File: src/rtl/fmm_me_read_arbiter.sv
// ============================================================================
// Module   : fmm_me_read_arbiter
// Brief    : Round-robin arbiter sharing the M_e pivot-flag read port between
//            NUM_REQ scan engines; returns tagged 2-cycle-latency responses.
//            Optional macro FMM_ME_ARB_PERF_CNT_EN adds per-engine grant counters.
// Revision : 1.0  initial release
// ============================================================================
`default_nettype none

module fmm_me_read_arbiter #(
    parameter int NUM_REQ    = 4,
    parameter int ADDR_W     = 17,
    parameter int DATA_W     = 32,
    parameter int ROW_STRIDE = 320
) (
    input  logic                      ap_clk,
    input  logic                      ap_rst_n,
    input  logic                      arb_en,
    input  logic [NUM_REQ-1:0]        req_valid,
    input  logic [NUM_REQ*31-1:0]     req_row,
    input  logic [NUM_REQ*ADDR_W-1:0] req_col,
    output logic [NUM_REQ-1:0]        req_ready,
    output logic [ADDR_W-1:0]         M_e_address0,
    output logic                      M_e_ce0,
    input  logic [DATA_W-1:0]         M_e_q0,
    output logic [NUM_REQ-1:0]        rsp_valid,
    output logic [DATA_W-1:0]         rsp_data,
    output logic                      rsp_match
`ifdef FMM_ME_ARB_PERF_CNT_EN
    ,
    input  logic                      perf_clr,
    output logic [NUM_REQ*16-1:0]     grant_cnt
`endif
);

    localparam int PTR_W = (NUM_REQ > 1) ? $clog2(NUM_REQ) : 1;

    localparam logic [PTR_W:0]       c_num_req  = (PTR_W+1)'(NUM_REQ);
    localparam logic [PTR_W-1:0]     c_last_idx = PTR_W'(NUM_REQ - 1);
    localparam logic [NUM_REQ-1:0]   c_one_hot0 = NUM_REQ'(1);
    localparam logic [DATA_W-1:0]    c_data_one = DATA_W'(1);

    // ------------------------------------------------------------------------
    // State
    // ------------------------------------------------------------------------
    logic [PTR_W-1:0]   rr_ptr_q;
    logic [PTR_W-1:0]   rr_ptr_d;
    logic               pend_q;
    logic [PTR_W-1:0]   tag_q;
    logic [NUM_REQ-1:0] rsp_valid_q;
    logic [NUM_REQ-1:0] rsp_valid_d;
    logic [DATA_W-1:0]  rsp_data_q;
    logic               rsp_match_q;
    logic               rsp_match_d;

    // ------------------------------------------------------------------------
    // Rotating-priority search starting at rr_ptr_q
    // ------------------------------------------------------------------------
    logic               w_found;
    logic               w_grant;
    logic [PTR_W-1:0]   w_grant_idx;
    logic [PTR_W:0]     w_scan_sum;
    logic [PTR_W-1:0]   w_scan_idx;

    always_comb begin
        w_found     = 1'b0;
        w_grant_idx = '0;
        w_scan_sum  = '0;
        w_scan_idx  = '0;
        for (int k = 0; k < NUM_REQ; k++) begin
            w_scan_sum = {1'b0, rr_ptr_q} + k[PTR_W:0];
            if (w_scan_sum >= c_num_req) begin
                w_scan_sum = w_scan_sum - c_num_req;
            end
            w_scan_idx = w_scan_sum[PTR_W-1:0];
            if (!w_found && req_valid[w_scan_idx]) begin
                w_found     = 1'b1;
                w_grant_idx = w_scan_idx;
            end
        end
    end

    // Gated by the reset level so ready/ce read 0 throughout reset.
    assign w_grant = w_found & arb_en & ap_rst_n;

    always_comb begin
        rr_ptr_d = rr_ptr_q;
        if (w_grant) begin
            rr_ptr_d = (w_grant_idx == c_last_idx) ? '0 : w_grant_idx + 1'b1;
        end
    end

    // ------------------------------------------------------------------------
    // Address generation: row*ROW_STRIDE + col, modulo 2^ADDR_W
    // ------------------------------------------------------------------------
    logic [30:0]       w_row_sel;
    logic [ADDR_W-1:0] w_row_a;
    logic [ADDR_W-1:0] w_col_a;
    logic [ADDR_W-1:0] w_addr_full;

    assign w_row_sel = req_row[31*w_grant_idx +: 31];
    assign w_col_a   = req_col[ADDR_W*w_grant_idx +: ADDR_W];

    generate
        if (ADDR_W <= 31) begin : g_row_narrow
            assign w_row_a = w_row_sel[ADDR_W-1:0];
        end else begin : g_row_wide
            assign w_row_a = {{(ADDR_W-31){1'b0}}, w_row_sel};
        end

        if (ROW_STRIDE == 320) begin : g_stride_shift
            assign w_addr_full = (w_row_a << 8) + (w_row_a << 6) + w_col_a;
        end else begin : g_stride_mult
            localparam logic [ADDR_W-1:0] c_stride = ADDR_W'(ROW_STRIDE);
            assign w_addr_full = (w_row_a * c_stride) + w_col_a;
        end
    endgenerate

    assign req_ready    = w_grant ? (c_one_hot0 << w_grant_idx) : '0;
    assign M_e_ce0      = w_grant;
    assign M_e_address0 = w_grant ? w_addr_full : '0;

    // ------------------------------------------------------------------------
    // Response path: read data arrives the cycle after the grant and is
    // registered together with the engine tag captured at grant time.
    // ------------------------------------------------------------------------
    assign rsp_valid_d = pend_q ? (c_one_hot0 << tag_q) : '0;
    assign rsp_match_d = (M_e_q0 == c_data_one);

    always_ff @(posedge ap_clk or negedge ap_rst_n) begin
        if (!ap_rst_n) begin
            rr_ptr_q    <= '0;
            pend_q      <= 1'b0;
            tag_q       <= '0;
            rsp_valid_q <= '0;
            rsp_data_q  <= '0;
            rsp_match_q <= 1'b0;
        end else begin
            rr_ptr_q    <= rr_ptr_d;
            pend_q      <= w_grant;
            tag_q       <= w_grant_idx;
            rsp_valid_q <= rsp_valid_d;
            rsp_data_q  <= M_e_q0;
            rsp_match_q <= rsp_match_d;
        end
    end

    assign rsp_valid = rsp_valid_q;
    assign rsp_data  = rsp_data_q;
    assign rsp_match = rsp_match_q;

    // ------------------------------------------------------------------------
    // Optional saturating grant counters
    // ------------------------------------------------------------------------
`ifdef FMM_ME_ARB_PERF_CNT_EN
    generate
        for (genvar gi = 0; gi < NUM_REQ; gi++) begin : g_perf_cnt
            logic [15:0] cnt_q;
            logic [15:0] cnt_d;

            always_comb begin
                cnt_d = cnt_q;
                if (perf_clr) begin
                    cnt_d = '0;
                end else if (req_ready[gi] && (cnt_q != 16'hFFFF)) begin
                    cnt_d = cnt_q + 16'd1;
                end
            end

            always_ff @(posedge ap_clk or negedge ap_rst_n) begin
                if (!ap_rst_n) begin
                    cnt_q <= '0;
                end else begin
                    cnt_q <= cnt_d;
                end
            end

            assign grant_cnt[16*gi +: 16] = cnt_q;
        end
    endgenerate
`endif

endmodule

`default_nettype wire
File: config.mk
export PLATFORM = sky130hd
export DESIGN_NAME = fmm_me_read_arbiter
export DESIGN_NICKNAME = d
export VERILOG_FILES = /design/src/rtl/fmm_me_read_arbiter.sv
export SDC_FILE = /design/constraint.sdc
export NUM_CORES = 1
export LEC_CHECK = 0
export BUFFER_PORTS_ARGS = -buffer_cell sky130_fd_sc_hd__clkbuf_2
export CAP_MARGIN = 20
export CORE_AREA = 2 2 114 116
export DETAILED_ROUTE_END_ITERATION = 10
export DIE_AREA = 0 0 116 118
export PLACE_DENSITY = 0.65
export SLEW_MARGIN = 20
export SYNTH_ARGS = -nofsm -noshare
export SYNTH_HDL_FRONTEND = slang
export SYNTH_SLANG_ARGS = --single-unit
File: constraint.sdc
create_clock -name ap_clk -period 4.35 [get_ports ap_clk]
set_input_delay 0.6525 -clock ap_clk [delete_from_list [all_inputs] [get_ports ap_clk]]
set_output_delay 0.6525 -clock ap_clk [all_outputs]
set_load 0.03 [all_outputs]
[After elaboration in Yosys (flattened, before gate mapping)]
Index checks and enable logic that the tools add are counted.
Cells by class
  add/subtract/negate cells: 10
  multipliers: 2
  order comparisons: 8
  equality and inequality tests: 2
  shifts and indexed selects: 4
  mux-type cells: 24
  bitwise gates (word level): 2
  reductions and logical operators: 6
Operators with widths (number)
  variable part select 124 x 8 -> 11 bit: 1
  variable part select 68 x 8 -> 17 bit: 1
  adder 17 bit: 2
  equality test 32 x 1 -> 1 bit (second input constant): 1
  2-to-1 mux 2 bit: 9
  2-to-1 mux 17 bit: 1
  multiplier 5 x 2 -> 7 bit (first input constant): 2
  less-than comparator 2 x 3 -> 1 bit (second input constant): 4
  greater-or-equal comparator 3 bit (second input constant): 3
  binary-select mux 1 bit (select 2 bit): 4
  2-to-1 mux 1 bit: 8
  2-to-1 mux 4 bit: 2
  << shifter 1 x 2 -> 4 bit (first input constant): 2
  subtractor 2 x 1 -> 2 bit (second input constant): 4
  adder 2 x 2 -> 3 bit (second input constant): 2
  adder 2 x 1 -> 3 bit (second input constant): 1
  greater-or-equal comparator 2 x 3 -> 1 bit (second input constant): 1
  logical AND 1 bit: 3
  logical NOT 1 bit: 3
  adder 2 x 1 -> 2 bit (second input constant): 1
  bitwise AND 1 bit: 2
  equality test 2 bit (second input constant): 1
Storage, ports and cells
  flip-flop bits (word level): 42
  bits of input ports: 231
  output and inout port bits: 59
  word-level logic and storage cells: 64

[Depth between registers and ports, before layout]
  depth after elaboration: 19
  mapped depth: 19
  mapped depth without buffers: 18

[Worst setup path after synthesis]
No wires, ideal clock.
  path kind: in2out
  start point: in req_valid[3]
  end point: out M_e_address0[16]
  arrival time: 4.568 ns
  required time: 3.697 ns
  path slack: -0.870 ns
  cell stages on the path: 15
  path buffers: 2
  cell sequence: nand2b_1 -> a211o_1 -> and2b_2 -> buf_2 -> buf_1 -> nand3_1 -> o21ai_0 -> fa_1 -> inv_1 -> ha_1 -> a2111o_1 -> a211oi_1 -> o211a_1 -> nor4_1 -> nor3b_1
Between the ends
  cells in the longest elaborated chain, start to end: 17
RTL lines
  start, declared: line 19  | input logic [NUM_REQ-1:0] req_valid,
  binary-select mux 1 bit (select 2 bit): line 76  | if (!w_found && req_valid[w_scan_idx]) begin
  2-to-1 mux 1 bit (not written as such): line 76
  2-to-1 mux 1 bit: line 76
  logical NOT 1 bit: line 76
  logical AND 1 bit: line 76
  2-to-1 mux 1 bit: line 76
  logical NOT 1 bit: line 76
  logical AND 1 bit: line 76
  [... 2 more ...]
  logical AND 1 bit: line 76
  2-to-1 mux 2 bit (*): line 76
  via w_grant_idx[1]: line 61  | logic [PTR_W-1:0] w_grant_idx;
  multiplier 5 x 2 -> 7 bit: line 101  | assign w_row_sel = req_row[31*w_grant_idx +: 31];
  variable part select 124 x 8 -> 11 bit: line 101
  adder 17 bit: line 112  | assign w_addr_full = (w_row_a << 8) + (w_row_a << 6) + w_col_a;
  adder 17 bit (*): line 112
  2-to-1 mux 17 bit (*): line 121  | assign M_e_address0 = w_grant ? w_addr_full : '0;
  end, declared: line 23  | output logic [ADDR_W-1:0] M_e_address0,
Mark *: on every way through the listed nets, which the timed path passes. The rest lies on a longest branch. The select of a mux whose other input is x is not followed.

[Final worst setup path]
  start point: in req_valid[3]
  end point: out M_e_address0[16]
Between the ends
  cells in the longest elaborated chain, start to end: 17
RTL lines (line)
  binary-select mux 1 bit (select 2 bit): 76
  2-to-1 mux 1 bit (not written as such): 76
  2-to-1 mux 1 bit: 76
  logical NOT 1 bit: 76
  logical AND 1 bit: 76
  2-to-1 mux 1 bit: 76
  logical NOT 1 bit: 76
  logical AND 1 bit: 76
  2-to-1 mux 1 bit: 76
  logical NOT 1 bit: 76
  logical AND 1 bit: 76
  2-to-1 mux 2 bit: 76
  multiplier 5 x 2 -> 7 bit: 101
  variable part select 124 x 8 -> 11 bit: 101
  adder 17 bit (2 in series): 112
  2-to-1 mux 17 bit (*): 121
Mark *: on every way between the ends. The rest lies on a longest branch, timed or not. The select of a mux whose other input is x is not followed.

==> flow_summary.ini <==
[critical_path]
r2r_end = rr_ptr_q[0]
ff2ff_path_depth = 7
endpoint_kind = output port
r2r-start = rr_ptr_q[1]
max_stage_delay_ns = 0.55
rrSetupSlack_ns = 2.41
cp.required_ns = 3.70
arrival_ns = 4.10
crit_chain = clkbuf_4 -> nand2b_4 -> a211o_1 -> and2b_2 -> buf_12 -> buf_6 -> nand3_2 -> o21ai_2 -> fa_1 -> inv_2 -> ha_4 -> a2111o_1 -> a211oi_2 -> buf_4 -> a211oi_2 -> o22ai_1 -> nor3b_2 -> clkbuf_8
crit_type = input pin to output port
slowest_stage = fa_1
crit_path_start_kind = input pin
cpMostUsedCell = a211oi_2
cp_max_fo = 14

[layout]
area_growth_pct = 75.9
diodes = 0
nNetsFinal = 895
drive_gt1_share_pct = 54.0

[clocking]
cts.sink_count = 42
clk_pin_slew_ns = 0.06
cts_buffers = 5
cts_tree = yes
clk_latency_ns = 0.28
cts_root_buf = clkbuf_16
htreeDepth = 2
cts_buffer_depth = 2
hold_buffers = 0

[yosys]
syn_nets = 624
ys.flop_type = dfrtp_1
async_reset_ff_share_pct = 100
yosysMostFrequentCell = nand2_1
syn_area_um2 = 2980
synth_commonest_cells = nand2_1 (121), dfrtp_1 (42), ha_1 (17)
syn_inst = 369
yosys.area.top_type_share_pct = 35.2
syn_area_per_cell_um2 = 8.09
synth_cell_types = 45
synth_edf_count = 0
ys_seq_area_share_pct = 35.2
synth.area.top_cells = dfrtp_1 (35%), nand2_1 (15%), ha_1 (7.1%)
ys_ff_latch = 42
synth_top_cell_by_area = dfrtp_1
ys_warn_count = 0

[power]
p_per_area_nw_per_um2 = 938
vdd_drop_max_mv = 0.561
p_leak_nw = 2.80
p_total_mw = 4.92

[route]
vias = 3568
wire_per_inst_um = 12.9
drc = 0
drt_pass1_iterations = 4
postRouteAntennaNets = 0
wirelength_um = 10500
vias_per_cell = 4.39
drt_iter0_drc = 92

[floorplan]
die_y_um = 118
die_area_um2 = 13700
start_util_pct = 24.0
io_pins = 290
rows = 41
die_w_um = 116
fp.coreArea_um2 = 12400

[grt]
antenna_found_initial = 0
grt_pass1_vias = 3684
grt_usage_pct = 15.3
grt_overflow = 0
grt_pass1_wl_um = 16800
grt_max_degree = 43

[placement]
port_buffers = 209
dpl_worst_slack_ns = -0.501
gp_congestion = 0.754
dp_hpwl_um = 8950

[sta]
rsz0062_at_grt = true
period_needed_ns = 4.75
max_freq_mhz = 210
period_share_pct = 109
hold_ws_ns = 0.443
setup_viol = 3
setup-tns-final_ns = -0.866
hold_viol_final = 0
relSlewSlack_pct = 67.1
final-max-slew-violation-count = 0
skew_ns = 0.00292
setup_slack_ns = -0.401
worstMarginPinSlew_ns = 0.494

[run_status]
status = complete, but fails checks
violations = setup timing

[job]
max-cap-violations = 0

[worst_hold_path]
hold_path.class = input pin to asynchronous set/reset pin
[critical path: cells and delay by family]
kind	cells	cell delay (ns)
AOI/OAI and AO/OA	6	1.16
buffers and inverters	6	0.86
adders and majority gates	2	0.75
and+or+nand+nor	4	0.65
[through the flow]
stage | utilization (%) | std cells | cell area (um^2)
2_1_floorplan | - | 369 | 3240
3_3_place_gp | 39.1 | 797 | 4860
3_5_place_dp | 39.1 | 797 | 4860
4_1_cts | 41.5 | 811 | 5160
5_1_grt | 42.3 | 813 | 5250
6_report | 42.3 | 813 | 5250
[cell families after synthesis]
logic type                 Yosys count  share of synthesized area [%]
and+or+nand+nor                    197                           29.7
xor gates and xnor gates            13                           3.82
buffers and inverters               34                           5.49
DFF                                 42                           35.2
adders and majority gates           24                           11.8
AOI/OAI and AO/OA                   59                           13.9
[layer usage]
metal | GRT usage, % | up-vias | share of wire, %
li1 | - | 1793 | -
met3 | 2.16 | 15 | 7.6
met1 | 17.7 | 1593 | 40
met4 | 5.36 | 0 | 2.1
met5 | 0 | - | 0
met2 | 28.3 | 167 | 51
[registers in the layout (all words and copies together), names as in the netlist]
name,flops
tag_q,2
rsp_match,1
rr_ptr_q,2
pend_q,1
rsp_data,32
rsp_valid,4
[report_power, final]
part	switching [mW]	total [mW]	leakage (nW)	internal, mW
clock	0.136	0.362	0.0729	0.227
combinational	2.01	4.11	2.22	2.10
sequential	0.0258	0.453	0.501	0.427
[area by class of cell]
class                   count  area (um^2)
fillers                  1317         7170
multi-input cells         293         2060
repair buffers            281         1700
flip-flops and latches     42         1050
well taps                 172          215
clock buffers               6          139
inverters                  17         68.8
clock inverters             2         12.5
[cells in the final DEF (no fill, tap or decap), types with 6 or more instances in the layout]
cell,synthesis,layout
nor2_1,15,14
nand2_1,121,116
ha_1,17,10
inv_1,16,12
xnor2_1,7,7
buf_4,2,66
and2_1,8,8
o21ai_2,3,7
and3_1,13,12
dfrtp_1,42,40
a311oi_1,6,6
a31oi_1,9,7
xor2_1,6,6
fa_1,7,6
nand3_1,15,8
clkbuf_2,0,202
nor4_1,9,8
[how the worst max path moves through the flow]
stage                     slack [ns]         start               end
after floorplan               -0.004  req_valid[3]  M_e_address0[16]
after global placement         -0.47  req_valid[2]  M_e_address0[16]
after detailed placement       -0.50  req_valid[2]  M_e_address0[16]
after CTS                      -0.47   rr_ptr_q[1]  M_e_address0[16]
after global routing           -0.61   rr_ptr_q[1]  M_e_address0[16]
final                          -0.40  req_valid[3]  M_e_address0[16]
[repair_timing]
item                                    4_1_cts  5_1_grt
setup buffers                                 6        3
endpoints found under the setup margin        6        7
gates resized for setup                      29       19
pin swaps                                    11       10
Note: power is estimated with default switching activity, not from simulation.
